--- config.mk ---
export PLATFORM = sky130hd
export DESIGN_NAME = reg_wb_queue
export DESIGN_NICKNAME = d
export VERILOG_FILES = /design/src/rtl/reg_wb_queue.sv
export SDC_FILE = /design/constraint.sdc
export NUM_CORES = 1
export LEC_CHECK = 0
export CELL_PAD_IN_SITES_DETAIL_PLACEMENT = 1
export CELL_PAD_IN_SITES_GLOBAL_PLACEMENT = 1
export CORE_AREA = 2 2 185 223
export CTS_CLUSTER_SIZE = 40
export DETAILED_ROUTE_END_ITERATION = 8
export DIE_AREA = 0 0 187 225
export GPL_ROUTABILITY_DRIVEN = 0
export HOLD_SLACK_MARGIN = 0.03
export PLACE_DENSITY_LB_ADDON = 0.1
export SLEW_MARGIN = 20
export SYNTH_ARGS = -nofsm -noshare
export SYNTH_HDL_FRONTEND = slang
export SYNTH_SLANG_ARGS = --single-unit
--- constraint.sdc ---
create_clock -name clk -period 4 [get_ports clk]
set_input_delay 0.8 -clock clk [delete_from_list [all_inputs] [get_ports clk]]
set_output_delay 0.8 -clock clk [all_outputs]
set_load 0.01 [all_outputs]
--- src/rtl/reg_wb_queue.sv ---
// Write-back queue between the execute/memory stages and the register file write port.
// Buffers (dest, value) pairs, drains one per cycle, and forwards queued values to readers.
module reg_wb_queue #(
  parameter int DEPTH = 4,
  parameter int AW    = 5,
  parameter int DW    = 32
) (
  input  logic                     clk,
  input  logic                     reset,
  input  logic                     in_valid,
  output logic                     in_ready,
  input  logic [AW-1:0]            in_sel,
  input  logic [DW-1:0]            in_data,
  input  logic                     wr_stall,
  output logic                     RegWrite,
  output logic [AW-1:0]            sel,
  output logic [DW-1:0]            data,
  input  logic [AW-1:0]            selA,
  input  logic [AW-1:0]            selB,
  output logic                     fwdA_hit,
  output logic [DW-1:0]            fwdA_data,
  output logic                     fwdB_hit,
  output logic [DW-1:0]            fwdB_data,
  output logic [$clog2(DEPTH):0]   count
);

  localparam int PW = $clog2(DEPTH);
  localparam int CW = PW + 1;

  logic [AW-1:0] q_sel  [DEPTH];
  logic [DW-1:0] q_data [DEPTH];
  logic [PW-1:0] wp;
  logic [PW-1:0] rp;
  logic          push;
  logic          pop;
  logic          not_empty;
  logic [PW-1:0] idx;

  assign not_empty = (count != '0);
  assign in_ready  = (count != CW'(DEPTH));
  // Writes to r0 complete the handshake but never occupy a slot.
  assign push      = in_valid && in_ready && (in_sel != '0);
  assign pop       = not_empty && !wr_stall;

  assign RegWrite  = pop;
  assign sel       = not_empty ? q_sel[rp]  : '0;
  assign data      = not_empty ? q_data[rp] : '0;

  always_ff @(posedge clk) begin
    if (reset) begin
      wp    <= '0;
      rp    <= '0;
      count <= '0;
    end else begin
      if (push) wp <= wp + 1'b1;
      if (pop)  rp <= rp + 1'b1;
      case ({push, pop})
        2'b10:   count <= count + 1'b1;
        2'b01:   count <= count - 1'b1;
        default: count <= count;
      endcase
    end
  end

  // Payload storage needs no reset; it is only observed through valid slots.
  always_ff @(posedge clk) begin
    if (!reset && push) begin
      q_sel[wp]  <= in_sel;
      q_data[wp] <= in_data;
    end
  end

  // Walk oldest to youngest so the last match (closest to wp) wins.
  always_comb begin
    fwdA_hit  = 1'b0;
    fwdA_data = '0;
    fwdB_hit  = 1'b0;
    fwdB_data = '0;
    idx       = rp;
    for (int i = 0; i < DEPTH; i++) begin
      idx = rp + PW'(i);
      if (CW'(i) < count) begin
        if ((selA != '0) && (q_sel[idx] == selA)) begin
          fwdA_hit  = 1'b1;
          fwdA_data = q_data[idx];
        end
        if ((selB != '0) && (q_sel[idx] == selB)) begin
          fwdB_hit  = 1'b1;
          fwdB_data = q_data[idx];
        end
      end
    end
  end

endmodule

==> report_table.html <==
<table>
<tr><th>Metric</th><th>Value</th></tr>
<tr><th colspan="2">Outcome</th></tr>
<tr><td>Status</td><td>complete, but fails checks</td></tr>
<tr><td>Violated checks</td><td>negative setup slack</td></tr>
<tr><th colspan="2">Logic synthesis</th></tr>
<tr><td>Post-synthesis area per instance</td><td>10.6 sq um</td></tr>
<tr><td>Fraction of the yosys area taken by sequential cells</td><td>39.0%</td></tr>
<tr><td>Warning count from the yosys run</td><td>0</td></tr>
<tr><td>Number of enable flip-flop cells after synthesis</td><td>148</td></tr>
<tr><td>Async SR Flop Fraction</td><td>0%</td></tr>
<tr><td>Share of Yosys cell area claimed by the top area cell type</td><td>37.5%</td></tr>
<tr><td>Number of register bits inferred by synthesis</td><td>157</td></tr>
<tr><td>Mapped Cells</td><td>1,117</td></tr>
<tr><td>Leading register cell type out of synthesis</td><td>edfxtp_1</td></tr>
<tr><td>Top cells by area in the synthesized netlist</td><td>edfxtp_1, mux2i_1, mux4_2, nor2_1, nor2b_1</td></tr>
<tr><td>Area leader, netlist</td><td>edfxtp_1</td></tr>
<tr><td>Synth cell types</td><td>48</td></tr>
<tr><td>Net count of the mapped netlist</td><td>1,177</td></tr>
<tr><td>Synthesized cell area</td><td>0.0119 sq mm</td></tr>
<tr><th colspan="2">Placed design</th></tr>
<tr><td>Count of input and output buffers</td><td>158</td></tr>
<tr><td>Estimated wirelength of the detail-placed design</td><td>29,700 microns</td></tr>
<tr><td>Instance count after placement with tap cells included</td><td>1,842</td></tr>
<tr><th colspan="2">Layout</th></tr>
<tr><td>Fraction of layout cells with a size suffix above 1</td><td>36.6%</td></tr>
<tr><td>Syn-to-layout area delta</td><td>40.5%</td></tr>
<tr><td>Utilization after layout</td><td>42.0%</td></tr>
<tr><td>Net count, final</td><td>1,450</td></tr>
<tr><td>Sequential Area</td><td>0.00464 sq mm</td></tr>
<tr><td>Area taken by multi-input logic gates</td><td>0.00732 sq mm</td></tr>
<tr><td>Filler instances</td><td>4,331</td></tr>
<tr><td>Final non-filler cell total</td><td>1,937</td></tr>
<tr><th colspan="2">STA</th></tr>
<tr><td>Period utilisation layout</td><td>104%</td></tr>
<tr><td>Final Setup Violations</td><td>49</td></tr>
<tr><td>Hold slack</td><td>0.558 ns</td></tr>
<tr><td>Hold Vio Cnt, Final</td><td>0</td></tr>
<tr><td>Unrepaired setup endpoints after global routing</td><td>true</td></tr>
<tr><td>Number of max-slew violations in the final report</td><td>0</td></tr>
<tr><td>Worst Tran Pin Value</td><td>1.05 ns</td></tr>
<tr><td>Final Skew</td><td>0.00693 ns</td></tr>
<tr><td>Peak clock frequency supported by timing</td><td>239 MHz</td></tr>
<tr><td>Max-slew headroom</td><td>30.2%</td></tr>
<tr><td>Worst Setup Slack, final</td><td>-0.179 ns</td></tr>
<tr><td>Final worst path period need</td><td>4.18 ns</td></tr>
<tr><th colspan="2">Drt</th></tr>
<tr><td>Number of DRC markers in iteration 0</td><td>322</td></tr>
<tr><td>Total via count after detailed routing</td><td>9,985</td></tr>
<tr><td>First-pass iteration count of the detailed router</td><td>5</td></tr>
<tr><td>Average wire per standard cell</td><td>22.3 microns</td></tr>
<tr><td>Detailed-route vias per instance</td><td>5.15</td></tr>
<tr><td>Routed wire length</td><td>43,100 microns</td></tr>
<tr><td>Remaining DRCs</td><td>0</td></tr>
<tr><td>Count of antenna-violating nets left after detailed routing</td><td>0</td></tr>
<tr><th colspan="2">Clock network</th></tr>
<tr><td>Number of CTS-inserted buffers</td><td>17</td></tr>
<tr><td>Root buffer selected by CTS</td><td>clkbuf_16</td></tr>
<tr><td>Buffer levels on the longest clock path</td><td>2</td></tr>
<tr><td>TritonCTS clock tree</td><td>built</td></tr>
<tr><td>CTS Sinks</td><td>157</td></tr>
<tr><td>H-Tree Depth</td><td>4</td></tr>
<tr><td>Clock network latency to the later pin of the worst-skew pair</td><td>0.45 ns</td></tr>
<tr><td>Clock edge transition at the registers on the reported setup and hold paths</td><td>0.06 ns</td></tr>
<tr><th colspan="2">Global route</th></tr>
<tr><td>Grt met3 use</td><td>2.49%</td></tr>
<tr><td>Number of global-route vias before repair</td><td>10,700</td></tr>
<tr><td>Remaining global-route overflow</td><td>0</td></tr>
<tr><td>Global Route Usage Sum</td><td>20.6%</td></tr>
<tr><td>Largest net degree at the start of global routing</td><td>86</td></tr>
<tr><td>Initial antenna violation count</td><td>1</td></tr>
<tr><td>Wire length of the first global-routing pass</td><td>64,900 microns</td></tr>
<tr><td>Met1 track utilization from global routing</td><td>24.1%</td></tr>
<tr><td>Busiest grt layer</td><td>met2</td></tr>
<tr><td>GR Util met2</td><td>38.3%</td></tr>
<tr><th colspan="2">Power and ir drop</th></tr>
<tr><td>Worst IR Drop VDD</td><td>0.318 mV</td></tr>
<tr><td>Cell internal power dissipation</td><td>0.00485 W</td></tr>
<tr><td>Portion of total power attributed to sequential cells</td><td>25.8%</td></tr>
<tr><td>Static leakage</td><td>5.79 nW</td></tr>
<tr><td>Part of the power in the clock network</td><td>22.3%</td></tr>
<tr><td>Share of total power consumed by net switching</td><td>37.2%</td></tr>
<tr><td>Cell Pwr Density</td><td>464 mW/mm^2</td></tr>
<tr><td>Combinational group share of total power</td><td>51.9%</td></tr>
<tr><td>Power dissipated by switching net loads</td><td>0.00288 W</td></tr>
<tr><td>Post-layout total power</td><td>0.00773 W</td></tr>
<tr><th colspan="2">Setup path</th></tr>
<tr><td>Crit Path Category</td><td>register to output port</td></tr>
<tr><td>Kind of end point of the critical path</td><td>output port</td></tr>
<tr><td>Signal arrival time at the worst endpoint</td><td>3.38 ns</td></tr>
<tr><td>Maximum fanout along the worst path</td><td>7</td></tr>
<tr><td>Series of cell instances along the critical path</td><td>buf_6, mux4_2, xnor2_2, nand3_1, or4_4, buf_12, buf_16, nor3b_2, o21ai_1, a31oi_1, buf_2</td></tr>
<tr><td>Required time at the endpoint of the critical path</td><td>3.20 ns</td></tr>
<tr><td>Standard cell with the maximum stage delay on the critical path</td><td>mux4_2</td></tr>
<tr><td>Slowest cell delay on critical path</td><td>0.56 ns</td></tr>
<tr><td>Reg-to-reg startpoint</td><td>count[0]$_SDFFE_PP0P_</td></tr>
<tr><td>Category of the worst setup path launch point</td><td>register</td></tr>
<tr><th colspan="2">Worst hold path</th></tr>
<tr><td>Type of the worst min-delay path</td><td>register to register</td></tr>
<tr><td>Min-delay src</td><td>count[1]$_SDFFE_PP0P_</td></tr>
<tr><th colspan="2">Floorplanning</th></tr>
<tr><td>Num ports</td><td>159</td></tr>
<tr><td>Die Footprint</td><td>0.0421 sq mm</td></tr>
<tr><td>Starting utilization of the core area</td><td>29.9%</td></tr>
<tr><td>Placeable core area</td><td>0.0397 sq mm</td></tr>
<tr><td>Die extent in x</td><td>187 microns</td></tr>
<tr><td>Number of rows created at floorplan</td><td>80</td></tr>
<tr><td>Overall die height</td><td>225 microns</td></tr>
<tr><th colspan="2">Flow run</th></tr>
<tr><td>Max-Cap Viols</td><td>0</td></tr>
</table>
## Yosys cell counts (2+ instances only)
library cell / count
xnor2_1: 27
buf_2: 30
buf_6: 9
ha_1: 9
nand2_1: 67
mux2_2: 32
nor3b_2: 28
nor2_1: 167
nor4_1: 6
buf_1: 8
nand4_1: 2
a211oi_1: 32
dfxtp_1: 9
or3_1: 2
and2_1: 5
o21ai_0: 3
or4_1: 3
nor4b_2: 2
o31ai_2: 22
buf_4: 4
inv_1: 5
mux4_2: 51
xor2_1: 15
o21ai_1: 31
a31oi_1: 31
clkbuf_1: 53
edfxtp_1: 148
nor2b_1: 71
a21oi_1: 68
o31ai_1: 10
nand3_1: 8
nor3_1: 4
nor3b_1: 3
mux2i_1: 138
## per-stage QoR
stage / instance area [sq um] / setup slack (ns) / setup TNS, ns
3_3_place_gp: 15000 / -0.724 / -38.85
6_report: 16700 / -0.179 / -4.56
3_5_place_dp: 15000 / -0.697 / -37.50
4_1_cts: 16200 / -0.266 / -9.61
5_1_grt: 16700 / -0.288 / -11.94
2_1_floorplan: 11900 / 0.528 / 0
## layout by cell type (no fill, tap or decap), types with 8 or more instances in the layout
master	n
mux2_2	32
o31ai_2	21
mux4_2	51
buf_2	58
a31oi_1	25
nor2b_4	8
buf_12	33
nand3_1	8
a211oi_1	10
xor2_1	14
nor3b_2	28
o21ai_1	27
a211oi_4	10
a21oi_1	67
xnor2_1	20
buf_4	132
nand2_1	67
ha_1	9
clkdlybuf4s50_1	85
buf_8	8
buf_6	28
a211oi_2	12
edfxtp_1	148
nor2b_1	62
nor2_1	165
mux2i_1	133
clkbuf_16	17
## sequential cells by signal, summed over array words and instances (netlist names), named ones only
| name | flops |
|---|---|
| q_sel | 20 |
| q_data | 128 |
| wp | 2 |
| count | 3 |
| rp | 2 |
## repair_timing
item | 4_1_cts | 5_1_grt
gates cloned | 8 | 0
setup endpoints to repair | 66 | 65
hold buffers | 0 | 0
buffers inserted | 39 | 22
pin swaps | 84 | 50
resized for setup | 356 | 73
## critical path, delay by kind of cell (launching register included)
family	cells	cell delay (ns)
compound gates	2	0.36
xor+xnor	1	0.18
buf+inv	4	0.63
flops	1	0.42
mux	1	0.56
simple gates	3	0.78
## per-layer routing
metal,vias up,routed length [microns]
met5,-,0
met1,5068,18000
li1,4688,-
met2,174,22900
met4,0,1210
met3,55,1080
## cell families (layout without fill, tap and decap cells)
logic type	count (synthesis)	after routing	share of synthesized area, %
and+or+nand+nor	375	375	16.6
DFF	157	157	39.0
xor gates and xnor gates	42	42	3.10
adders and majority gates	9	9	0.949
muxes	222	222	24.6
other	0	1	0
buffers and inverters	109	395	4.46
AOI/OAI and AO/OA	203	203	11.3
## area by class of cell
| type | count | area share (%) |
|---|---|---|
| diodes | 1 | 0.0150 |
| clock buffers | 20 | 2.62 |
| clock inverters | 12 | 1.01 |
| inverters | 5 | 0.113 |
| multi-input cells | 851 | 43.9 |
| flip-flops and latches | 157 | 27.8 |
| well taps | 533 | 4.00 |
| repair buffers | 358 | 20.5 |
## worst paths after layout
check	slack, ns	cells after the start	endpoint
max	-0.18	11	fwdA_data[3]
min	0.56	2	count[1]$_SDFFE_PP0P_
max reg2reg	1.42	7	count[2]$_SDFFE_PP0P_
min reg2reg	0.56	2	count[1]$_SDFFE_PP0P_
## power by group through the flow
stage	clock network (W)	registers, W	logic [W]
after floorplan	0	0.00199	0.00223
after global placement	0	0.00204	0.00374
after detailed placement	0	0.00205	0.00375
after CTS	0.00176	0.00200	0.00394
after global routing	0.00180	0.00202	0.00432
final	0.00172	0.00200	0.00401
(Power assumes the default switching activity.)
